==> config.mk <==
export PLATFORM = sky130hd
export DESIGN_NAME = ica_iter_ctrl_flat
export DESIGN_NICKNAME = d
export VERILOG_FILES = /design/src/rtl/ica_pkg.sv /design/src/rtl/ica_iter_ctrl_if.sv /design/src/rtl/ica_wait_timer.sv /design/src/rtl/ica_iter_ctrl.sv /design/src/flat_wrapper.sv
export SDC_FILE = /design/constraint.sdc
export NUM_CORES = 1
export LEC_CHECK = 0
export BUFFER_PORTS_ARGS = -buffer_cell sky130_fd_sc_hd__buf_2
export CAP_MARGIN = 10
export CORE_MARGIN = 2
export CORE_UTILIZATION = 42
export DETAILED_ROUTE_END_ITERATION = 8
export GPL_ROUTABILITY_DRIVEN = 0
export HOLD_SLACK_MARGIN = 0.05
export PLACE_DENSITY_LB_ADDON = 0.2
export SYNTH_ARGS = -nofsm -noshare
export SYNTH_HDL_FRONTEND = slang
export SYNTH_HIERARCHICAL = 1
export SYNTH_SLANG_ARGS = --single-unit
==> constraint.sdc <==
create_clock -name clk_iter -period 2.1 [get_ports clk_iter]
set_clock_uncertainty 0.05 [all_clocks]
set_input_delay 0.315 -clock clk_iter [delete_from_list [all_inputs] [get_ports clk_iter]]
set_output_delay 0.315 -clock clk_iter [all_outputs]
set_load 0.005 [all_outputs]
==> src/rtl/ica_pkg.sv <==
// Shared definitions for the FastICA iteration scheduler.
//   ica_state_e      : 3-bit scheduler state encoding (also exported on dbg_state)
//   ICA_MAX_ITER_DEF : default iteration limit per run
//   ICA_TIMEOUT_DEF  : default watchdog limit (cycles per wait state)
//   is_wait_state()  : true for the states that wait on an external unit
package ica_pkg;

    typedef enum logic [2:0] {
        ST_IDLE     = 3'd0,
        ST_KICK     = 3'd1,
        ST_RUN_FAST = 3'd2,
        ST_NORM     = 3'd3,
        ST_CONV     = 3'd4,
        ST_DONE     = 3'd5,
        ST_ERR      = 3'd6
    } ica_state_e;

    localparam int ICA_MAX_ITER_DEF = 16;
    localparam int ICA_TIMEOUT_DEF  = 1023;

    function automatic logic is_wait_state(input ica_state_e s);
        return (s == ST_RUN_FAST) || (s == ST_NORM) || (s == ST_CONV);
    endfunction

endpackage

==> src/rtl/ica_iter_ctrl_if.sv <==
// Engine-side handshake bundle between the iteration scheduler and the
// fast controller, normalization unit and convergence checker.
//   go_fast    : run enable for the fast controller (0 parks it in INIT)
//   fast_busy  : fast controller busy flag
//   norm_start : one-cycle request to the normalization unit
//   norm_done  : normalization complete
//   conv_start : one-cycle request to the convergence checker
//   conv_done  : convergence check complete
//   conv_ok    : convergence result, qualified by conv_done
//
// Handshake semantics: a request (norm_start/conv_start) is a single-cycle
// pulse issued on entry to the matching wait state; the unit answers with a
// done pulse (or level) that is only honoured while the scheduler sits in that
// wait state, and conv_ok is only looked at in the cycle conv_done is high.
// go_fast is a level: the fast run proceeds while it is high and fast_busy
// falling to 0 is the completion event.
interface ica_iter_ctrl_if;
    logic go_fast;
    logic fast_busy;
    logic norm_start;
    logic norm_done;
    logic conv_start;
    logic conv_done;
    logic conv_ok;

    modport master (
        output go_fast,
        output norm_start,
        output conv_start,
        input  fast_busy,
        input  norm_done,
        input  conv_done,
        input  conv_ok
    );

    modport slave (
        input  go_fast,
        input  norm_start,
        input  conv_start,
        output fast_busy,
        output norm_done,
        output conv_done,
        output conv_ok
    );
endinterface

==> src/rtl/ica_wait_timer.sv <==
// Watchdog counter for one wait state of the iteration scheduler.
// Only instantiated when ICA_TIMEOUT_EN is defined.
//   clk_iter, rst_iter : clock, asynchronous active-high reset
//   clear              : restart the count (entry into a wait state)
//   enable             : count this cycle (currently in a wait state)
//   limit              : number of cycles allowed in the wait state (>= 1)
//   expired            : the current cycle is the last one allowed
module ica_wait_timer #(
    parameter int TMR_W = 10
) (
    input  logic             clk_iter,
    input  logic             rst_iter,
    input  logic             clear,
    input  logic             enable,
    input  logic [TMR_W-1:0] limit,
    output logic             expired
);

    logic [TMR_W-1:0] cnt;

    // cnt = cycles already spent in the state before the current one, so the
    // limit-th cycle shows cnt == limit-1 and the scheduler leaves at the edge
    // closing that cycle. The count saturates rather than wrapping.
    always_ff @(posedge clk_iter or posedge rst_iter) begin
        if (rst_iter) begin
            cnt <= '0;
        end else if (clear) begin
            cnt <= '0;
        end else if (enable && (cnt != limit)) begin
            cnt <= cnt + TMR_W'(1);
        end
    end

    // Must not depend on clear: clear is derived from the next state, which
    // itself depends on expired.
    assign expired = enable && (cnt == (limit - TMR_W'(1)));

endmodule

==> src/rtl/ica_iter_ctrl.sv <==
// Iteration scheduler for the one-unit FastICA engine.
// A start pulse launches up to MAX_ITER iterations; each iteration kicks the
// fast controller (go_fast low for one cycle), waits for fast_busy to fall,
// then runs normalization and the convergence check. Stops on convergence,
// on the iteration limit, or on abort.
//
// Optional feature macro: ICA_TIMEOUT_EN adds a per-wait-state watchdog
// (ica_wait_timer) and the ERR state. Without it timeout_err is tied to 0.
//
// Ports:
//   clk_iter, rst_iter : clock, asynchronous active-high reset
//   start              : begin a run (accepted in IDLE, DONE, ERR)
//   abort              : synchronous abort to IDLE, highest priority
//   eng                : engine handshakes (ica_iter_ctrl_if.master)
//   busy               : high in KICK, RUN_FAST, NORM, CONV
//   done               : high while in DONE
//   converged          : result of the last run, valid while done
//   iter_cnt           : completed iterations in the current run
//   timeout_err        : high while in ERR
//   dbg_state          : current scheduler state
module ica_iter_ctrl
    import ica_pkg::*;
#(
    parameter int MAX_ITER = ICA_MAX_ITER_DEF,
    parameter int ITER_W   = 5,
    parameter int TIMEOUT  = ICA_TIMEOUT_DEF,
    parameter int TMR_W    = 10
) (
    input  logic              clk_iter,
    input  logic              rst_iter,
    input  logic              start,
    input  logic              abort,
    ica_iter_ctrl_if.master   eng,
    output logic              busy,
    output logic              done,
    output logic              converged,
    output logic [ITER_W-1:0] iter_cnt,
    output logic              timeout_err,
    output ica_state_e        dbg_state
);

    ica_state_e        state, state_n;
    logic [ITER_W-1:0] iter_q, iter_n;
    logic              conv_q, conv_n;
    logic              go_fast_q, norm_start_q, conv_start_q, busy_q, done_q;

`ifdef ICA_TIMEOUT_EN
    logic tmr_clear;
    logic tmr_expired;
    logic timeout_err_q;

    // Restart the watchdog whenever a wait state is freshly entered, including
    // a direct hop from one wait state to the next.
    assign tmr_clear = is_wait_state(state_n) && (state_n != state);

    ica_wait_timer #(
        .TMR_W (TMR_W)
    ) u_wait_timer (
        .clk_iter (clk_iter),
        .rst_iter (rst_iter),
        .clear    (tmr_clear),
        .enable   (is_wait_state(state)),
        .limit    (TMR_W'(TIMEOUT)),
        .expired  (tmr_expired)
    );
`endif

    // Next-state logic. abort beats everything; a done input in its own wait
    // state beats a timeout in the same cycle; start only matters when idle.
    always_comb begin
        state_n = state;
        iter_n  = iter_q;
        conv_n  = conv_q;
        if (abort) begin
            state_n = ST_IDLE;
            iter_n  = '0;
            conv_n  = 1'b0;
        end else begin
            case (state)
                ST_IDLE, ST_DONE, ST_ERR: begin
                    if (start) begin
                        state_n = ST_KICK;
                        iter_n  = '0;
                        conv_n  = 1'b0;
                    end
                end
                ST_KICK: begin
                    state_n = ST_RUN_FAST;
                end
                ST_RUN_FAST: begin
                    if (!eng.fast_busy) begin
                        state_n = ST_NORM;
                    end
`ifdef ICA_TIMEOUT_EN
                    else if (tmr_expired) begin
                        state_n = ST_ERR;
                    end
`endif
                end
                ST_NORM: begin
                    if (eng.norm_done) begin
                        state_n = ST_CONV;
                    end
`ifdef ICA_TIMEOUT_EN
                    else if (tmr_expired) begin
                        state_n = ST_ERR;
                    end
`endif
                end
                ST_CONV: begin
                    if (eng.conv_done) begin
                        iter_n = iter_q + ITER_W'(1);
                        if (eng.conv_ok) begin
                            state_n = ST_DONE;
                            conv_n  = 1'b1;
                        end else if (iter_n == ITER_W'(MAX_ITER)) begin
                            state_n = ST_DONE;
                            conv_n  = 1'b0;
                        end else begin
                            state_n = ST_KICK;
                        end
                    end
`ifdef ICA_TIMEOUT_EN
                    else if (tmr_expired) begin
                        state_n = ST_ERR;
                    end
`endif
                end
                default: begin
                    state_n = ST_IDLE;
                end
            endcase
        end
    end

    // Outputs are decoded from the next state and registered, so they change
    // exactly with the state and come straight from flops. Request pulses fire
    // only on the edge that enters their wait state.
    always_ff @(posedge clk_iter or posedge rst_iter) begin
        if (rst_iter) begin
            state        <= ST_IDLE;
            iter_q       <= '0;
            conv_q       <= 1'b0;
            go_fast_q    <= 1'b0;
            norm_start_q <= 1'b0;
            conv_start_q <= 1'b0;
            busy_q       <= 1'b0;
            done_q       <= 1'b0;
        end else begin
            state        <= state_n;
            iter_q       <= iter_n;
            conv_q       <= conv_n;
            go_fast_q    <= is_wait_state(state_n);
            norm_start_q <= (state_n == ST_NORM) && (state != ST_NORM);
            conv_start_q <= (state_n == ST_CONV) && (state != ST_CONV);
            busy_q       <= (state_n == ST_KICK) || is_wait_state(state_n);
            done_q       <= (state_n == ST_DONE);
        end
    end

`ifdef ICA_TIMEOUT_EN
    always_ff @(posedge clk_iter or posedge rst_iter) begin
        if (rst_iter) begin
            timeout_err_q <= 1'b0;
        end else begin
            timeout_err_q <= (state_n == ST_ERR);
        end
    end
    assign timeout_err = timeout_err_q;
`else
    assign timeout_err = 1'b0;
`endif

    assign eng.go_fast    = go_fast_q;
    assign eng.norm_start = norm_start_q;
    assign eng.conv_start = conv_start_q;
    assign busy           = busy_q;
    assign done           = done_q;
    assign converged      = conv_q;
    assign iter_cnt       = iter_q;
    assign dbg_state      = state;

endmodule

==> src/flat_wrapper.sv <==
// flat-port wrapper written by rule: the top's interface ports become plain ports
module ica_iter_ctrl_flat import ica_pkg::*;
#(
    parameter int MAX_ITER = ICA_MAX_ITER_DEF,
    parameter int ITER_W   = 5,
    parameter int TIMEOUT  = ICA_TIMEOUT_DEF,
    parameter int TMR_W    = 10
)
  (clk_iter, rst_iter, start, abort, busy, done, converged, iter_cnt, timeout_err, dbg_state, eng_go_fast, eng_norm_start, eng_conv_start, eng_fast_busy, eng_norm_done, eng_conv_done, eng_conv_ok);
  ica_iter_ctrl_if eng_i ();
  input  logic clk_iter;
  input  logic rst_iter;
  input  logic start;
  input  logic abort;
  output logic busy;
  output logic done;
  output logic converged;
  output logic [ITER_W-1:0] iter_cnt;
  output logic timeout_err;
  output ica_state_e dbg_state;
  output wire logic [$bits(eng_i.go_fast)-1:0] eng_go_fast;
  output wire logic [$bits(eng_i.norm_start)-1:0] eng_norm_start;
  output wire logic [$bits(eng_i.conv_start)-1:0] eng_conv_start;
  input wire logic [$bits(eng_i.fast_busy)-1:0] eng_fast_busy;
  input wire logic [$bits(eng_i.norm_done)-1:0] eng_norm_done;
  input wire logic [$bits(eng_i.conv_done)-1:0] eng_conv_done;
  input wire logic [$bits(eng_i.conv_ok)-1:0] eng_conv_ok;
  assign eng_go_fast = eng_i.go_fast;
  assign eng_norm_start = eng_i.norm_start;
  assign eng_conv_start = eng_i.conv_start;
  assign eng_i.fast_busy = eng_fast_busy;
  assign eng_i.norm_done = eng_norm_done;
  assign eng_i.conv_done = eng_conv_done;
  assign eng_i.conv_ok = eng_conv_ok;
  ica_iter_ctrl #(.MAX_ITER(MAX_ITER), .ITER_W(ITER_W), .TIMEOUT(TIMEOUT), .TMR_W(TMR_W)) u_core (.clk_iter(clk_iter), .rst_iter(rst_iter), .start(start), .abort(abort), .eng(eng_i), .busy(busy), .done(done), .converged(converged), .iter_cnt(iter_cnt), .timeout_err(timeout_err), .dbg_state(dbg_state));
endmodule
## Word-level counts from Yosys, hierarchy flattened

Index checks and enable logic that the tools add are counted.

| word-level totals | value |
|---|---|
| bits in writable memories | 0 |
| bits in registers | 14 |
| memories kept | 0 |
| memory bits (read-only) | 0 |
| output and inout port bits | 15 |
| bits in latches | 0 |

| cells by class | value |
|---|---|
| $lt $le $gt $ge | 0 |
| bitwise gates (word level) | 0 |
| shifts and indexed selects | 0 |
| divide/modulo/power cells | 0 |
| muxes and demuxes | 18 |
| reductions and logical operators | 10 |
| equality and inequality tests | 17 |
| add/sub/neg operators | 1 |
| $mul | 0 |

Operator list:

| cell | number |
|---|---|
| $mux 3 | 7 |
| $eq 3x3->1 const B | 5 |
| $mux 5 | 3 |
| $pmux 3 s5 | 1 |
| $eq 3x2->1 const B | 4 |
| $pmux 5 s2 | 1 |
| $ne 3x3->1 const B | 3 |
| $eq 3x1->1 const B | 2 |
| $add 5x1->5 const B | 1 |
| $eq 5x5->1 const B | 1 |
| $mux 1 | 5 |
| $ne 4x3->1 const B | 1 |
| $reduce_and 4->1 | 1 |
| $logic_not 3->1 | 1 |
| $logic_or 1x1->1 | 3 |
| $ne 3x2->1 const B | 1 |
| $reduce_and 3->1 | 1 |
| $reduce_bool 3->1 | 1 |
| $reduce_or 3->1 | 1 |
| $logic_and 1x1->1 | 2 |
| $pmux 1 s2 | 1 |

## Depth between registers and ports, before layout

Gate-level depths: netlist (run 1).

| logic depth | value |
|---|---|
| word-level depth | 11 |
| depth in mapped cells | 6 |
| gate-level depth less buffers | 5 |

## Least setup slack after synthesis (run 1)

No wires, ideal clock.

| timing path | value |
|---|---|
| path type | reg2reg |
| start | register u_core.state[0] (netlist: u_core/dbg_state[0]) |
| end | register u_core.go_fast_q (netlist: u_core/eng.go_fast) |
| required time | 1958 ps |
| clock period less this slack | 1615 ps |
| buffers on the path | 1 |
| setup slack | 485 ps |
| cell stages (with the launch flop) | 5 |
| arrival time | 1474 ps |
| cell sequence | dfrtp_1 -> buf_2 -> a31o_4 -> or4_1 -> o31ai_2 |

| on the way | value |
|---|---|
| longest elaborated chain between the ends | 7 |
| elaborated cells between the ends (all ways) | 19 |
| those cells by class | eq/ne (9); mux (6); reduce/logical (4) |

Ends and longest elaborated chain:

| what | RTL line | RTL |
|---|---|---|
| start: declaration | ica_iter_ctrl.sv:42 | `ica_state_e state, state_n;` |
| start signal: assignment | ica_iter_ctrl.sv:150 | `state <= state_n;` |
| $eq 3x3->1 or $logic_not 3->1 (tied branches) | ica_iter_ctrl.sv:79 | `case (state)` |
| $reduce_or 3->1 | ica_iter_ctrl.sv:79 |  |
| $pmux 3 s5 * | ica_iter_ctrl.sv:79 |  |
| $mux 3 * | ica_iter_ctrl.sv:74 | `if (abort) begin` |
| $eq 3x2->1 | ica_pkg.sv:22 | `return (s == ST_RUN_FAST) \|\| (s == ST_NORM) \|\| (s == ST_CONV);` |
| $logic_or 1x1->1 | ica_pkg.sv:22 |  |
| $logic_or 1x1->1 * | ica_pkg.sv:22 |  |
| end signal: assignment | ica_iter_ctrl.sv:153 | `go_fast_q <= is_wait_state(state_n);` |
| end: declaration | ica_iter_ctrl.sv:45 | `logic go_fast_q, norm_start_q, conv_start_q, busy_q, done_q;` |

Every way passes the cells marked *; elsewhere a longest branch is shown, timed or not.
A chain may end at the register's enable or synchronous reset.

## Worst setup path after layout (run 1)

| timing path | value |
|---|---|
| start | register u_core.state[0] (netlist: u_core/dbg_state[0]) |
| end | register u_core.conv_start_q (netlist: u_core/eng.conv_start) |

| on the way | value |
|---|---|
| longest elaborated chain between the ends | 6 |
| elaborated cells between the ends (all ways) | 17 |
| those cells by class | eq/ne (8); mux (6); reduce/logical (3) |

Ends and longest elaborated chain:

| what | RTL line | RTL |
|---|---|---|
| $eq 3x3->1 or $logic_not 3->1 (tied branches) | ica_iter_ctrl.sv:79 |  |
| $reduce_or 3->1 | ica_iter_ctrl.sv:79 |  |
| $pmux 3 s5 | ica_iter_ctrl.sv:79 |  |
| $mux 3 | ica_iter_ctrl.sv:74 |  |
| $eq 3x3->1 | ica_iter_ctrl.sv:155 | `conv_start_q <= (state_n == ST_CONV) && (state != ST_CONV);` |
| $logic_and 1x1->1 * | ica_iter_ctrl.sv:155 |  |
| end signal: assignment | ica_iter_ctrl.sv:155 |  |
| end: declaration | ica_iter_ctrl.sv:45 |  |

Marks and branches as above.

==> flow_summary.toml, run 1 <==
[global_routing]
grt_start_max_net_pins = 16
grt_pass1_wl_um = 3130
grt_use_total_pct = 16.9
grt_pass1_vias = 680
antenna_found_initial = 0
overflow = 0

[synth]
syn_area_per_cell_um2 = 9.99
yosys_register_bits = 14
yosysMostFrequentCell = "dfrtp_1"
synth_edf_count = 0
yosysTopAreaCell = "dfrtp_1"
synth_fp_nets = 94
yosys_warnings = 6
async_flop_share_pct = 100
yosysSeqAreaShare_pct = 41.2
syn_area_um2 = 850
synthDistinctLibCells = 43
ys_top_cells_by_count = "dfrtp_1 (14), nand2_1 (8), o21ai_1 (5)"
synthTopCellsByArea = "dfrtp_1 (41%), nand2_1 (3.5%), o21ai_1 (2.9%)"
ys.flop_type = "dfrtp_1"
syn_inst = 85
yosysTopAreaCellShare_pct = 41.2

[layout]
area_growth_pct = 20.6
antenna_cells = 0
finalNonFillerCells = 136
fin_nets = 119
drive_gt1_share_pct = 35.8

[setup_path]
end_kind = "flip-flop"
start_kind = "flip-flop"
crit_fanout = 15
required_ns = 2.25
path_delay_family = "simple AND/OR/NAND/NOR gates"
cp_num_cells = 4
critPathBufInv = 0
slowest_delay_ns = 0.58
reg2reg_depth = 4
arrival_ns = 2.02
path_cells = "or3b_4 -> o31ai_4 -> nor2_2 -> nor4_2"
crit_type = "reg2reg"
slowest_stage = "dfrtp_1"

[floorplan]
die_w_um = 49.0
num_io_pins = 23
initial_utilization_pct = 43.8
dieArea_um2 = 2400
coreArea_um2 = 1940
die-height_um = 49.0
rows = 16

[detailed_routing]
drc = 0
via_per_inst = 5.46
vias = 742
wl_per_cell_um = 13.0
initialDrtViolationCount = 8
firstDrtPassIters = 4
detail-route-antenna-nets = 0
routed_wl_um = 1760

[sta]
setup_viol = 0
worst_pin_slew_ns = 0.546
tns_ns = 0
clock.fmax_ghz = 0.534
finalHoldViolCount = 0
finalCritPeriodShare_pct = 89.2
rsz0062_at_grt = "false"
worst_slack_ns = 0.227
period_minus_slack_ns = 1.87
slew_headroom_pct = 63.6
drv_slew = 0

[clock_network]
cts_setup_buffers = 0
cts_buffers = 3
cts.path.max_buffers = 2
cts-htree-levels = 1
cts_tree = "built"
cts_root_buf = "clkbuf_4"
clock_sinks = 14
clkTransAtPathRegs_ns = 0.09
worstSkewPairLatency_ns = 0.29

[power]
p_seq_share_pct = 49.1
clkPwrFrac_pct = 33.3
p_int_w = 0.000432
peakVddDrop_v = 0.000455
power.switching_w = 0.000168
p_sw_share_pct = 27.9
leakage_nw = 0.475
power_density_nw_per_um2 = 586
p_total_w = 0.000600
combPwrFrac_pct = 17.5

[outcome]
status = "completed"

[worst_hold_path]
hold_class = "in2reg"
worstHoldPathCells = 3

[place]
hpwl_um = 1300
place_inst = 131
io_buffers = 21
preCtsSetupSlack_ns = 0.242

[job]
maxCapViolations = 0
==> what timing repair did <==
action                    in CTS  in global routing
hold endpoints to repair      14                  0
resized for setup              0                  0
hold buffers                   1                  0
==> cell families (layout without fill, tap and decap cells) <==
| family | Yosys count | count (layout) | synth area share [%] |
|---|---|---|---|
| DFF | 14 | 14 | 41.2 |
| other | 1 | 1 | 0.441 |
| AOI/OAI and AO/OA | 27 | 27 | 25.0 |
| buffers and inverters | 7 | 31 | 4.27 |
| adders and majority gates | 1 | 1 | 1.47 |
| and+or+nand+nor | 32 | 32 | 24.3 |
| xor gates and xnor gates | 2 | 2 | 2.06 |
| muxes | 1 | 1 | 1.18 |
==> placed cells by master, fill, tap and decap left out, types with 2 or more instances in the layout <==
master,Yosys,final
nor2b_1,3,3
o211ai_1,2,2
nand2_1,8,8
inv_1,3,3
dfrtp_1,14,14
buf_2,2,21
nor4b_1,2,2
a21oi_1,4,4
nand3b_1,2,2
buf_4,2,2
clkbuf_4,0,3
nor3_1,2,2
o21ai_1,5,5
o21ai_0,4,4
nor2_1,3,3
==> cell type report <==
class                           count  area (um2)
Timing Repair Buffer               24         130
Inverter                            3        11.3
Fill cell                         193         917
Multi-Input combinational cell     64         463
Tap cell                           27        33.8
Sequential cell                    14         350
Clock buffer                        4        36.3
==> layer usage <==
metal | wire [um] | vias to the layer above | track usage (%)
li1 | - | 363 | -
met1 | 803 | 352 | 21.6
met2 | 853 | 23 | 27.6
met3 | 87 | 4 | 4.60
met4 | 18 | 0 | 5.71
met5 | 0 | - | 0
==> worst reg2reg max path, cell delays in order (launching register included) <==
cell and delay [ns]:
dfrtp_1 0.58, or3b_4 0.49, o31ai_4 0.34, nor2_2 0.11, nor4_2 0.22
==> metrics by stage <==
stage	instance area [um2]	util, %	hold slack [ns]
after global placement	978	50.4	0.323
after detailed placement	978	50.4	0.329
after CTS	1020	52.8	0.233
after global routing	1020	52.8	0.242
after floorplan	850	-	0.154
final	1020	52.8	0.238
==> sequential cells by signal, summed over array words and instances (netlist names) <==
| register | cells |
|---|---|
| u_core/iter_cnt | 5 |
| u_core/eng.conv_start | 1 |
| u_core/converged | 1 |
| u_core/busy | 1 |
| u_core/eng.go_fast | 1 |
| u_core/done | 1 |
| u_core/dbg_state | 3 |
| u_core/eng.norm_start | 1 |
==> power by group through the flow <==
| stage | registers, W | logic [W] | clock network (W) |
|---|---|---|---|
| floorplan | 0.000294 | 0.0000777 | 0 |
| global placement | 0.000300 | 0.000102 | 0 |
| detailed placement | 0.000301 | 0.000104 | 0 |
| CTS | 0.000295 | 0.000106 | 0.000207 |
| global route | 0.000297 | 0.000117 | 0.000220 |
| finish | 0.000295 | 0.000105 | 0.000200 |
==> worst paths after layout <==
kind / from / slack [ns] / end
hold reg to reg: u_core/converged / 0.47 / u_core/converged
max in group asynchronous: rst_iter / 1.08 / u_core/converged
setup / recovery: u_core/dbg_state[0] / 0.23 / u_core/eng.conv_start
hold / removal: eng_conv_ok / 0.24 / u_core/converged
setup reg to reg: u_core/dbg_state[0] / 0.23 / u_core/eng.conv_start
min in group asynchronous: rst_iter / 0.56 / u_core/eng.conv_start
No activity file was read; power rests on OpenSTA's default activity.
==> inputs of run 2 (changes only) <==
--- a/config.mk
+++ b/config.mk
@@ -5,11 +5,11 @@
 export SDC_FILE = /design/constraint.sdc
 export NUM_CORES = 1
 export LEC_CHECK = 0
-export BUFFER_PORTS_ARGS = -buffer_cell sky130_fd_sc_hd__buf_2
 export CAP_MARGIN = 10
 export CORE_MARGIN = 2
 export CORE_UTILIZATION = 42
 export DETAILED_ROUTE_END_ITERATION = 8
+export DONT_BUFFER_PORTS = 1
 export GPL_ROUTABILITY_DRIVEN = 0
 export HOLD_SLACK_MARGIN = 0.05
 export PLACE_DENSITY_LB_ADDON = 0.2
==> flow_summary.toml, run 2 (synthesis results as in run 1) <==
[clock_network]
cts_buffers = 3
worstSkewPairLatency_ns = 0.28
cts.path.max_buffers = 2
cts-htree-levels = 1
clock_sinks = 14
cts_root_buf = "clkbuf_4"
cts_setup_buffers = 0
cts_resized = 0
cts_tree = "built"
clkTransAtPathRegs_ns = 0.08

[global_routing]
grt_pass1_vias = 690
overflow = 0
grt_use_total_pct = 16.6
antenna_found_initial = 0
grt_pass1_wl_um = 3110
grt_start_max_net_pins = 15

[sta]
rsz0062_at_grt = "false"
worst_pin_slew_ns = 0.514
tns_ns = 0
finalHoldViolCount = 0
drv_slew = 0
clock.fmax_ghz = 0.550
slew_headroom_pct = 65.7
period_minus_slack_ns = 1.82
setup_viol = 0
finalCritPeriodShare_pct = 86.6

[layout]
fin_nets = 101
largest_register_ffs = 5
antenna_cells = 0
drive_gt1_share_pct = 23.1
area_growth_pct = 10.9
layout_common_cells = "dfrtp_1 (14), nand2_1 (8), buf_4 (5), o21ai_1 (5)"
final_common_cell = "dfrtp_1"

[detailed_routing]
routed_wl_um = 1740
drc = 0
detail-route-antenna-nets = 0
vias = 664
initialDrtViolationCount = 13
wl_per_cell_um = 14.7
firstDrtPassIters = 4
via_per_inst = 5.63

[place]
io_buffers = 0
hpwl_um = 1280

[setup_path]
end_kind = "flip-flop"
crit_fanout = 11
slowest_stage = "dfrtp_1"
start_kind = "flip-flop"
arrival_ns = 1.96
required_ns = 2.25
path_cells = "buf_4 -> xnor2_1 -> o22ai_1 -> or4_1 -> o31ai_2"
path_delay_family = "flip-flops"
critPathBufInv = 1
slowest_delay_ns = 0.58
crit_type = "reg2reg"

[floorplan]
initial_utilization_pct = 43.8
die-height_um = 49.0
dieArea_um2 = 2400
rows = 16
die_w_um = 49.0
num_io_pins = 23
coreArea_um2 = 1940

[worst_hold_path]
hold_class = "in2reg"

[job]
maxCapViolations = 0

[power]
leakage_nw = 0.387
power_density_nw_per_um2 = 615
peakVddDrop_v = 0.000403
p_total_w = 0.000579

[outcome]
status = "completed"
[run 2: stage by stage]
stage / hold slack, ns / setup slack [ns] / utilization [%] / cells / cell area [um2]
floorplan: 0.154 / 0.485 / - / 85 / 850
finish: 0.103 / 0.282 / 48.5 / 118 / 942
detailed placement: 0.224 / 0.308 / 46.1 / 113 / 896
CTS: 0.0937 / 0.281 / 48.5 / 118 / 942
global route: 0.117 / 0.181 / 48.5 / 118 / 942
global placement: 0.224 / 0.325 / 46.1 / 113 / 896
[run 2: cell type report]
type	count	area (um2)
Tap cell	27	33.8
Fill cell	197	1000
Sequential cell	14	350
Timing Repair Buffer	6	47.5
Inverter	3	11.3
Multi-Input combinational cell	64	463
Clock buffer	4	36.3
[run 2: what timing repair did]
item,in CTS,in global routing
hold endpoints to repair,14,0
setup endpoints to repair,0,0
hold buffers,1,0
[run 2: metal layers]
metal  part of all wire, %  wire length, um  up-vias  GRT usage [%]
li1                      -                -      324              -
met1                    45              777      317           20.9
met2                    48              842       21           26.7
met3                   6.3              109        2           7.06
met4                  0.52                9        0           3.33
met5                     0                0        -              0
[run 2: worst register-to-register path: stages (launching register included)]
cell	delay, ns
dfrtp_1	0.58
buf_4	0.23
xnor2_1	0.12
o22ai_1	0.17
or4_1	0.52
o31ai_2	0.07
[run 2: worst paths after layout]
kind	startpoint	to	slack (ns)	cells past startpoint
worst max-delay path	u_core/dbg_state[0]	u_core/eng.go_fast	0.28	5
worst min-delay path	eng_conv_ok	u_core/converged	0.10	2
worst max register to register	u_core/dbg_state[0]	u_core/eng.go_fast	0.28	5
worst min register to register	u_core/iter_cnt[4]	u_core/iter_cnt[4]	0.50	1
max in group asynchronous	rst_iter	u_core/iter_cnt[1]	1.21	2
min in group asynchronous	rst_iter	u_core/iter_cnt[3]	0.45	2
[run 2: where the power goes]
group | leakage, nW | internal, W | switching (W)
Sequential | 0.192 | 0.000280 | 0.0000172
Combinational | 0.174 | 0.0000401 | 0.0000490
Clock | 0.0210 | 0.000105 | 0.0000872
Total | 0.387 | 0.000426 | 0.000153
